## src/rtl/pipe_ctrl_pkg.sv

```systemverilog
//------------------------------------------------------------------------------
// Module      : pipe_ctrl_pkg
// Description : Shared types and constants for the pipeline hazard/sequencing
//               controller: FSM state encoding and forwarding select codes.
// Revision    : 1.0 - initial release
//------------------------------------------------------------------------------
`default_nettype none

package pipe_ctrl_pkg;

   // Controller state: normal issue, or one-cycle registered branch redirect
   typedef enum logic {
      RUN      = 1'b0,
      REDIRECT = 1'b1
   } state_e;

   // ALU operand source selects
   localparam logic [1:0] FWD_REG = 2'b00;
   localparam logic [1:0] FWD_WB  = 2'b01;
   localparam logic [1:0] FWD_MEM = 2'b10;

endpackage : pipe_ctrl_pkg

`default_nettype wire

```

## src/rtl/forward_unit.sv

```systemverilog
//------------------------------------------------------------------------------
// Module      : forward_unit
// Description : Combinational EX-stage operand forwarding. Chooses, for each of
//               rs and rt, between the register file, the EX/MEM result and
//               the MEM/WB result. The younger (MEM) producer wins; $0 never
//               matches.
// Revision    : 1.0 - initial release
//------------------------------------------------------------------------------
`default_nettype none

module forward_unit
   import pipe_ctrl_pkg::*;
(
   input  logic [4:0] ex_rs,
   input  logic [4:0] ex_rt,
   input  logic       mem_reg_write,
   input  logic [4:0] mem_write_reg,
   input  logic       wb_reg_write,
   input  logic [4:0] wb_write_reg,
   output logic [1:0] fwd_a,
   output logic [1:0] fwd_b
);

   logic mem_valid;
   logic wb_valid;

   // A producer only counts if it writes and its destination is not $0
   assign mem_valid = mem_reg_write && (mem_write_reg != 5'd0);
   assign wb_valid  = wb_reg_write  && (wb_write_reg  != 5'd0);

   // Per-operand select, MEM before WB so the most recent value is used
   always_comb begin
      fwd_a = FWD_REG;
      fwd_b = FWD_REG;
      if (mem_valid && (mem_write_reg == ex_rs)) begin
         fwd_a = FWD_MEM;
      end else if (wb_valid && (wb_write_reg == ex_rs)) begin
         fwd_a = FWD_WB;
      end
      if (mem_valid && (mem_write_reg == ex_rt)) begin
         fwd_b = FWD_MEM;
      end else if (wb_valid && (wb_write_reg == ex_rt)) begin
         fwd_b = FWD_WB;
      end
   end

endmodule : forward_unit

`default_nettype wire

```

## src/rtl/pipeline_ctrl.sv

```systemverilog
//------------------------------------------------------------------------------
// Module      : pipeline_ctrl
// Description : Hazard and sequencing controller for the 5-stage pipeline.
//               Forwarding selects, load-use stall, taken-branch flush and a
//               registered PC redirect one cycle after branch resolution.
//               Optional build macro PIPE_CTRL_PERF_EN adds saturating
//               stall_cnt / flush_cnt performance counters.
// Revision    : 1.0 - initial release
//------------------------------------------------------------------------------
`default_nettype none

module pipeline_ctrl
   import pipe_ctrl_pkg::*;
(
   input  logic        clk,
   input  logic        rst_n,
   input  logic [4:0]  id_rs,
   input  logic [4:0]  id_rt,
   input  logic        id_uses_rt,
   input  logic [4:0]  ex_rs,
   input  logic [4:0]  ex_rt,
   input  logic        ex_mem_read,
   input  logic [4:0]  ex_write_reg,
   input  logic        ex_branch,
   input  logic        ex_alu_zero,
   input  logic [31:0] ex_pc_branch,
   input  logic        mem_reg_write,
   input  logic        wb_reg_write,
   input  logic [4:0]  mem_write_reg,
   input  logic [4:0]  wb_write_reg,
   input  logic        mem_busy,
   output logic [1:0]  fwd_a,
   output logic [1:0]  fwd_b,
   output logic        pc_write,
   output logic        ifid_write,
   output logic        idex_write,
   output logic        exmem_write,
   output logic        idex_bubble,
   output logic        memwb_bubble,
   output logic        ifid_flush,
   output logic        pc_src,
   output logic [31:0] pc_redirect
`ifdef PIPE_CTRL_PERF_EN
   ,
   output logic [31:0] stall_cnt,
   output logic [31:0] flush_cnt
`endif
);

   state_e      state_q, state_d;
   logic [31:0] tgt_q, tgt_d;
   logic        lu;
   logic        tk;
   logic        stall_applied;
   logic        flush_applied;

   forward_unit u_forward_unit (
      .ex_rs         (ex_rs),
      .ex_rt         (ex_rt),
      .mem_reg_write (mem_reg_write),
      .mem_write_reg (mem_write_reg),
      .wb_reg_write  (wb_reg_write),
      .wb_write_reg  (wb_write_reg),
      .fwd_a         (fwd_a),
      .fwd_b         (fwd_b)
   );

   // Load in EX whose destination is read by the instruction in ID
   assign lu = ex_mem_read && (ex_write_reg != 5'd0) &&
               ((ex_write_reg == id_rs) || (id_uses_rt && (ex_write_reg == id_rt)));
   assign tk = ex_branch && ex_alu_zero;

   // Next state and stage controls; mem_busy freezes everything, then the
   // pending redirect, then a taken branch, then a load-use stall
   always_comb begin
      state_d       = state_q;
      tgt_d         = tgt_q;
      pc_write      = 1'b1;
      ifid_write    = 1'b1;
      idex_write    = 1'b1;
      exmem_write   = 1'b1;
      idex_bubble   = 1'b0;
      memwb_bubble  = 1'b0;
      ifid_flush    = 1'b0;
      pc_src        = 1'b0;
      stall_applied = 1'b0;
      flush_applied = 1'b0;
      if (mem_busy) begin
         pc_write     = 1'b0;
         ifid_write   = 1'b0;
         idex_write   = 1'b0;
         exmem_write  = 1'b0;
         memwb_bubble = 1'b1;
      end else if (state_q == REDIRECT) begin
         // ID/EX hold wrong-path work or bubbles here, so hazards are ignored
         pc_src      = 1'b1;
         ifid_flush  = 1'b1;
         idex_bubble = 1'b1;
         state_d     = RUN;
      end else if (tk) begin
         ifid_flush    = 1'b1;
         idex_bubble   = 1'b1;
         tgt_d         = ex_pc_branch;
         state_d       = REDIRECT;
         flush_applied = 1'b1;
      end else if (lu) begin
         pc_write      = 1'b0;
         ifid_write    = 1'b0;
         idex_bubble   = 1'b1;
         stall_applied = 1'b1;
      end
   end

   // State and branch-target registers
   always_ff @(posedge clk or negedge rst_n) begin
      if (!rst_n) begin
         state_q <= RUN;
         tgt_q   <= 32'd0;
      end else begin
         state_q <= state_d;
         tgt_q   <= tgt_d;
      end
   end

   assign pc_redirect = tgt_q;

`ifdef PIPE_CTRL_PERF_EN
   logic [31:0] stall_cnt_q, stall_cnt_d;
   logic [31:0] flush_cnt_q, flush_cnt_d;

   // Saturating event counters; busy cycles never raise either event
   always_comb begin
      stall_cnt_d = stall_cnt_q;
      flush_cnt_d = flush_cnt_q;
      if (stall_applied && (stall_cnt_q != 32'hFFFF_FFFF)) begin
         stall_cnt_d = stall_cnt_q + 32'd1;
      end
      if (flush_applied && (flush_cnt_q != 32'hFFFF_FFFF)) begin
         flush_cnt_d = flush_cnt_q + 32'd1;
      end
   end

   // Counter registers
   always_ff @(posedge clk or negedge rst_n) begin
      if (!rst_n) begin
         stall_cnt_q <= 32'd0;
         flush_cnt_q <= 32'd0;
      end else begin
         stall_cnt_q <= stall_cnt_d;
         flush_cnt_q <= flush_cnt_d;
      end
   end

   assign stall_cnt = stall_cnt_q;
   assign flush_cnt = flush_cnt_q;
`else
   logic unused_events;
   assign unused_events = stall_applied ^ flush_applied;
`endif

endmodule : pipeline_ctrl

`default_nettype wire

```

## config.mk

```make
export PLATFORM = sky130hd
export DESIGN_NAME = pipeline_ctrl
export DESIGN_NICKNAME = d
export VERILOG_FILES = /design/src/rtl/pipe_ctrl_pkg.sv /design/src/rtl/forward_unit.sv /design/src/rtl/pipeline_ctrl.sv
export SDC_FILE = /design/constraint.sdc
export NUM_CORES = 1
export LEC_CHECK = 0
export ABC_CLOCK_PERIOD_IN_PS = 3300
export CAP_MARGIN = 30
export CORE_MARGIN = 2
export CORE_UTILIZATION = 37
export DETAILED_ROUTE_END_ITERATION = 12
export PLACE_DENSITY = 0.85
export SLEW_MARGIN = 30
export SYNTH_ARGS = -nofsm -noshare
export SYNTH_HDL_FRONTEND = slang
export SYNTH_SLANG_ARGS = --single-unit
```

## constraint.sdc

```tcl
create_clock -name clk -period 3.3 [get_ports clk]
set_input_delay 0.66 -clock clk [delete_from_list [all_inputs] [get_ports clk]]
set_output_delay 0.66 -clock clk [all_outputs]
set_load 0.005 [all_outputs]
```

## Yosys cells after proc, flatten, opt, wreduce, memory -nomap -nowiden

Index checks and enable logic that the tools add are counted.

| storage, ports and cells | value |
|---|---|
| word-level logic and storage cells | 45 |
| bits in writable memories | 0 |
| memories | 0 |
| input port bits | 76 |
| flip-flop bits (word level) | 33 |
| ROM bits | 0 |
| output and inout port bits | 44 |
| bits in latches | 0 |

| operators by class | value |
|---|---|
| order comparisons | 0 |
| reduce and logical (&&, ||, !) cells | 15 |
| eq/ne operators | 6 |
| add/sub/neg operators | 0 |
| muxes and demuxes | 20 |
| shifts and indexed selects | 0 |
| div/mod/pow operators | 0 |
| bitwise gates (word level) | 2 |
| $mul | 0 |

Operators with widths:

| cell | number |
|---|---|
| 5-bit == test | 6 |
| 1-bit two-way mux | 18 |
| 5-bit nonzero test | 3 |
| 1-bit logical AND | 10 |
| 2-bit two-way mux | 2 |
| 3-bit AND reduction | 1 |
| 1-bit inverter | 2 |
| 1-bit logical OR | 1 |

## Logic depth before layout (Yosys ltp)

Gate-level depths: netlist (run 1).

| logic depth | value |
|---|---|
| depth in word-level cells | 8 |
| depth in mapped cells | 5 |
| gate-level depth less buffers | 4 |

## By module

Synthesis (run 1) repeated with hierarchy kept, for this count alone.

| unflattened totals | value |
|---|---|
| cells, all modules | 132 |
| area total of the unflattened synthesis | 1690.4 um^2 |

Modules (own cells, without submodules):

| module | sequential area each (um^2) | cells each | area an instance (um^2) | instances |
|---|---|---|---|---|
| pipeline_ctrl | 825.8 | 98 | 1432.6 | 1 |
| forward_unit | 0.0 | 34 | 257.7 | 1 |

## Worst setup path after synthesis (run 1)

OpenSTA, ideal clock, no wires.

| timing path | value |
|---|---|
| path kind | input to output |
| start | input mem_write_reg[4] |
| end | output fwd_a[0] |
| buffers on the path | 0 |
| required time | 2640 ps |
| data arrival time | 1700 ps |
| slack | 940 ps |
| stages on the path | 4 |
| path through | or4_1 -> o21ai_2 -> nor4_1 -> nor4_2 |

| on the way | value |
|---|---|
| word-level cells in the longest chain between the ends | 4 |
| elaborated cells between the ends (all ways) | 5 |
| those cells by class | 1 x eq/ne; 1 x mux; 3 x reduce/logical |

Ends and longest elaborated chain:

| item | RTL line | source |
|---|---|---|
| from (decl) | pipeline_ctrl.sv:29 | `input logic [4:0] mem_write_reg,` |
| 5-bit nonzero test | forward_unit.sv:28 | `assign mem_valid = mem_reg_write && (mem_write_reg != 5'd0);` |
| 1-bit logical AND | forward_unit.sv:28 |  |
| 1-bit logical AND (*) | forward_unit.sv:35 | `if (mem_valid && (mem_write_reg == ex_rs)) begin` |
| 2-bit two-way mux (*) | forward_unit.sv:35 |  |
| to (decl) | pipeline_ctrl.sv:32 | `output logic [1:0] fwd_a,` |

Mark *: on every way between the ends. The rest lies on a longest branch, timed or not.

## Worst setup path in the final report (run 1)

| timing path | value |
|---|---|
| start | input mem_write_reg[0] |
| end | output fwd_b[1] |

| on the way | value |
|---|---|
| word-level cells in the longest chain between the ends | 4 |
| elaborated cells between the ends (all ways) | 5 |
| those cells by class | 1 x eq/ne; 1 x mux; 3 x reduce/logical |

Ends and longest elaborated chain:

| item | RTL line | source |
|---|---|---|
| 5-bit nonzero test | forward_unit.sv:28 |  |
| 1-bit logical AND | forward_unit.sv:28 |  |
| 1-bit logical AND (*) | forward_unit.sv:40 | `if (mem_valid && (mem_write_reg == ex_rt)) begin` |
| 2-bit two-way mux (*) | forward_unit.sv:40 |  |
| to (decl) | pipeline_ctrl.sv:33 | `output logic [1:0] fwd_b,` |

Marks and branches as above.

==> results of run 1 <==
==> layer usage <==
layer	part of all wire (%)	wire [µm]	up-vias
met5	0	0	-
met4	0.69	31	0
met3	11	479	2
met2	51	2290	70
met1	38	1710	689
li1	-	-	715
==> synth_stat cells (2+ instances only) <==
master    n
buf_2     3
buf_4     3
dfrtp_1  33
mux2_2   32
nand2_1   4
nand3_1   3
nor2_1    2
nor4_1    2
nor4_2    2
or4_1     4
xnor2_1  16
xor2_1   14
==> area by class of cell <==
cell class | instances | area [µm²] | share of cell area, %
Timing Repair Buffer | 128 | 1260 | 41.1
Multi-Input combinational cell | 90 | 828 | 27.1
Sequential cell | 33 | 826 | 27.0
Clock buffer | 8 | 80.1 | 2.62
Tap cell | 52 | 65.1 | 2.13
Inverter | 1 | 3.75 | 0.123
==> critical path, stage by stage <==
cell             delay [ns]
clkdlybuf4s50_1        0.41
buf_4                  0.15
xnor2_1                0.16
nand3_1                0.15
nor4_4                 0.32
buf_4                  0.15
clkdlybuf4s50_1        0.48
==> metrics by stage <==
step / hold slack (ns) / utilization (%) / instances / power, W / setup TNS (ns)
6_report: 0.506 / 70.3 / 312 / 0.00130 / 0
3_3_place_gp: 0.489 / 68.1 / 304 / 0.00101 / -0.00932
2_1_floorplan: 0.364 / - / 130 / 0.000686 / 0
4_1_cts: 0.510 / 69.9 / 312 / 0.00132 / 0
5_1_grt: 0.520 / 70.3 / 312 / 0.00137 / 0
3_5_place_dp: 0.496 / 68.1 / 304 / 0.00103 / -0.101
==> flip-flops by register name, indices dropped and copies added (netlist names) <==
name,flops
state_q,1
pc_redirect,32
==> path summary, 6_finish.rpt <==
path	from	end	cells after the start
setup reg to reg	state_q	pc_redirect[29]	3
setup / recovery	mem_write_reg[0]	fwd_b[1]	7
min in group asynchronous	rst_n	pc_redirect[6]	2
hold reg to reg	pc_redirect[17]	pc_redirect[17]	1
hold / removal	pc_redirect[17]	pc_redirect[17]	1
max in group asynchronous	rst_n	pc_redirect[29]	2
==> timing repair <==
| item | in CTS | in global routing |
|---|---|---|
| gates resized for setup | 2 | 2 |
| endpoints found under the hold margin | 0 | 0 |
| setup endpoints to repair | 2 | 1 |
| hold buffers | 0 | 0 |
==> kinds of logic (layout without fill, tap and decap cells) <==
logic type	Yosys count	in the layout
multiplexers	32	32
buffers and inverters	7	137
XOR/XNOR	30	30
AND/OR/NAND/NOR	21	21
flip-flops	33	33
AO/OA/AOI/OAI	7	7
==> where the power goes <==
part           switching (W)  total [W]  internal, W
Sequential         0.0000468   0.000542     0.000496
Clock               0.000130   0.000279     0.000150
Combinational       0.000140   0.000477     0.000337
==> qor.txt, run 1 <==
Post-Syn Area - 1670 µm²
N_diodes - 0
Detailed router's first-iteration violation count - 14
Fin crit share - 95.5%
Critical Path Start Type - input port
Leakage power - 1.22 nW
Vias in the first global route - 1575
Net count after synthesis - 206
Most frequent cells in the layout - clkdlybuf4s50_1, dfrtp_1, mux2_2
Mean Syn Cell Area - 12.9 µm²
Peak supply drop - 0.000385 V
Max-cap violations - 0
Area delta synth->final - 82.7%
Dpl ws - -0.0519 ns
DIE HEIGHT - 71.3 µm
Post-synth EDFFs - 0
Most common cell after layout, fill and taps aside - clkdlybuf4s50_1
Clk slew on worst S/H paths - 0.06 ns
Boundary Pins - 120
Worst Tran Pin Value - 0.420 ns
Met2 Usage GRT - 30.6%
First-pass GRT wire length - 7260 µm
Fin area - 3060 µm²
GRT Residual Overflow - 0
Chip width - 71.3 µm
Wire length per cell - 14.4 µm
Simple-gate share of the synthesized area - 7.92%
Post-place instance area - 2970 µm²
Area leader, netlist - dfrtp_1
Area contributors post-synth - dfrtp_1, mux2_2, xnor2_1
Post-Synth Adder-Cell Area - 0%
Fillcell total - 334
Worst slew margin - 71.7%
Gate Count Post-Synth - 130
HPWL Detailed - 3620 µm
Main combinational cell family by area after synthesis - multiplexers
Arrival time at the worst endpoint - 2.49 ns
Met3 Track Usage GR - 8.30%
Worst Hold Class - reg2reg
Crit end category - output pin
FMAX - 317 MHz
Fin crit period - 3.15 ns
Most common flop cell mapped by yosys - dfrtp_1
Compound-Gate Fraction of Synth Area - 3.06%
Final ANT Viol Nets - 0
RSZ-0062 raised after global routing - no
Largest net degree at the start of global routing - 34
Synthesis-stage register bit count - 33
Max Root-Sink Buffers - 2
Yosys top cell area share - 49.3%
Seq/Total Area, Yosys - 49.3%
Pwr dens - 424 nW/µm²
Async SR Flop Fraction - 100%
Std-Cell Rows - 24
Final Setup Violations - 0
Initial antenna violation count - 0
Core ar. - 4350 µm²
Share of layout cells above drive strength 1 - 19.6%
GRT met1 Usage - 21.4%
H-tree depth - 2
Port-buffer cells - 119
Router iterations before antenna repair - 3
Final #Nets - 335
Setup Fix Bufs, Post-CTS - 0
Initial Utilization - 38.4%
Die area - 5080 µm²
Most Used Layer, Global Route - met2
Crit path kind - in2out
Final Hold Vio Count - 0
Mux share of post-synthesis cell area - 21.5%
Flop2flop setup slack - 1.80 ns
Yosys cell types - 24
Skew final - 0.00110 ns
Synth Area in XOR/XNOR - 15.7%
CP required - 2.64 ns
Worst Path Max Fanout - 2
Yosys warns - 0
Vias after detailed routing - 1476
Final WL - 4510 µm
CTS tree - done
Via density per instance - 4.73
Total track usage - 18.4%
CTS root buffer - clkbuf_8
CTS Buf Count - 5
Clk sinks - 33
Max-slew violation count - 0
Placer's final routability congestion estimate - 0.830
Status - finished, final reports clean
DR DRC count - 0
Skew-Pair Late Insertion Delay - 0.27 ns
Slack of the critical path - 0.149 ns
Note: power is estimated with default switching activity, not from simulation.
==> run 2: changes to the inputs <==
Settings changed: CORE_UTILIZATION 37 to 38, CTS_BUF_LIST set to sky130_fd_sc_hd__clkbuf_4 sky130_fd_sc_hd__clkbuf_8, PLACE_DENSITY 0.85 to 0.87.
==> qor.txt, run 2 (same netlist as run 1, synthesis figures left out) <==
Total track usage - 20.2%
Crit end category - output pin
Worst R2R End - pc_redirect[2]
Most frequent cells in the layout - clkdlybuf4s50_1, dfrtp_1, mux2_2
Min-Delay Endpoint - pc_redirect[15]
Port-buffer cells - 119
R2r startpoint - state_q
Die area - 4950 µm²
RSZ-0062 raised after global routing - no
Via density per instance - 4.75
Final #Nets - 336
Detailed router's first-iteration violation count - 15
Peak supply drop - 0.000417 V
Max-cap violations - 0
Worst slew margin - 72.5%
Setup Fix Bufs, Post-CTS - 0
Worst hold slack - 0.506 ns
N_diodes - 0
Initial Utilization - 39.0%
Slack of the critical path - 0.102 ns
Worst Path Max Fanout - 2
Final Hold Vio Count - 0
DR DRC count - 0
H-tree depth - 2
Leakage power - 1.24 nW
Router iterations before antenna repair - 4
Most common cell after layout, fill and taps aside - clkdlybuf4s50_1
Worst Hold Class - reg2reg
Max Root-Sink Buffers - 2
Hold_sp - pc_redirect[15]
Initial antenna violation count - 0
Vias after detailed routing - 1487
Clk slew on worst S/H paths - 0.06 ns
Worst Tran Pin Value - 0.413 ns
CTS Buf Count - 5
Wire length per cell - 14.9 µm
Share of layout cells above drive strength 1 - 21.5%
Dpl ws - -0.0802 ns
Fillcell total - 320
Register area - 826 µm²
Clk sinks - 33
Vias in the first global route - 1703
Hold path depth - 1
Placer's final routability congestion estimate - 0.914
CTS root buffer - clkbuf_8
Crit path kind - in2out
Core ar. - 4290 µm²
Multi-input gate area - 835 µm²
R2R depth - 3
CTS tree - done
Boundary Pins - 120
Fin crit share - 96.9%
Status - finished, final reports clean
Area delta synth->final - 85.9%
Chip width - 70.4 µm
GRT Residual Overflow - 0
Critical Path Start Type - input port
Max-slew violation count - 0
FMAX - 313 MHz
DP Cell Count - 305
Final ANT Viol Nets - 0
Fin cells - 313
Fin crit period - 3.20 ns
First-pass GRT wire length - 7720 µm
CP required - 2.64 ns
Flip-flop count of the largest register after layout - 32
Final Setup Violations - 0
Worst Setup SP - mem_write_reg[4]
Flop2flop setup slack - 1.80 ns
Arrival time at the worst endpoint - 2.54 ns
CTS Hold Bufs - 0
Largest net degree at the start of global routing - 34
Skew final - 0.00536 ns
Skew-Pair Late Insertion Delay - 0.27 ns
Std-Cell Rows - 24
Pwr dens - 452 nW/µm²
HPWL Detailed - 3830 µm
Final WL - 4660 µm
DIE HEIGHT - 70.4 µm
[run 2: cell count changes in the layout (fill, tap and decap cells not counted)]
| cell | previous run | this run |
|---|---|---|
| nor4_2 | 2 | 3 |
| bufinv_16 | 0 | 1 |
| clkbuf_8 | 5 | 6 |
| nor4_1 | 1 | 0 |
| clkinvlp_4 | 0 | 1 |
| clkbuf_1 | 3 | 0 |
| buf_4 | 9 | 10 |
[run 2: report_power, final]
part           switching, W  total, W  internal (W)  leakage (nW)
clock network      0.000143  0.000388      0.000245        0.0574
registers         0.0000452  0.000541      0.000495         0.393
logic              0.000139  0.000477      0.000338         0.794
[run 2: per-layer routing]
layer | GRT usage [%] | vias to the layer above | share of wire [%]
li1 | - | 719 | -
met1 | 22.4 | 691 | 37
met2 | 33.9 | 71 | 51
met3 | 9.96 | 6 | 11
met4 | 5.98 | 0 | 1.4
met5 | 0 | - | 0
[run 2: repair_timing]
action	CTS	global route
pin swaps	0	1
endpoints found under the setup margin	2	2
resized for setup	2	3
[run 2: worst max path at each step]
stage / cells past startpoint / slack (ns) / endpoint
detailed placement: 6 / -0.08 / fwd_a[0]
CTS: 7 / 0.0007 / fwd_a[1]
floorplan: 4 / 0.94 / fwd_a[0]
global placement: 6 / -0.04 / fwd_a[0]
finish: 6 / 0.10 / fwd_a[1]
global route: 6 / 0.03 / fwd_a[1]
[run 2: final cells by class]
| class | instances | share of cell area [%] |
|---|---|---|
| multi-input combinational | 90 | 26.8 |
| clock buffer | 6 | 2.65 |
| timing repair buffer | 129 | 40.6 |
| sequential | 33 | 26.5 |
| tap | 52 | 2.09 |
| clock inverter | 2 | 1.21 |
| inverter | 1 | 0.121 |
[run 2: per-stage QoR]
| stage | setup TNS (ns) | power [W] | area [µm²] | util (%) |
|---|---|---|---|---|
| after floorplan | 0 | 0.000686 | 1670 | - |
| after global placement | -0.0509 | 0.00102 | 2970 | 69.3 |
| after detailed placement | -0.143 | 0.00103 | 2970 | 69.3 |
| after CTS | 0 | 0.00143 | 3090 | 72.0 |
| after global routing | 0 | 0.00149 | 3110 | 72.5 |
| final | 0 | 0.00141 | 3110 | 72.5 |
[run 2: worst max-delay path, stage by stage]
cell and delay, ns:
clkdlybuf4s50_1 0.44, or4_1 0.55, o21ai_2 0.23, nor4_4 0.08, buf_4 0.14, clkdlybuf4s50_1 0.44
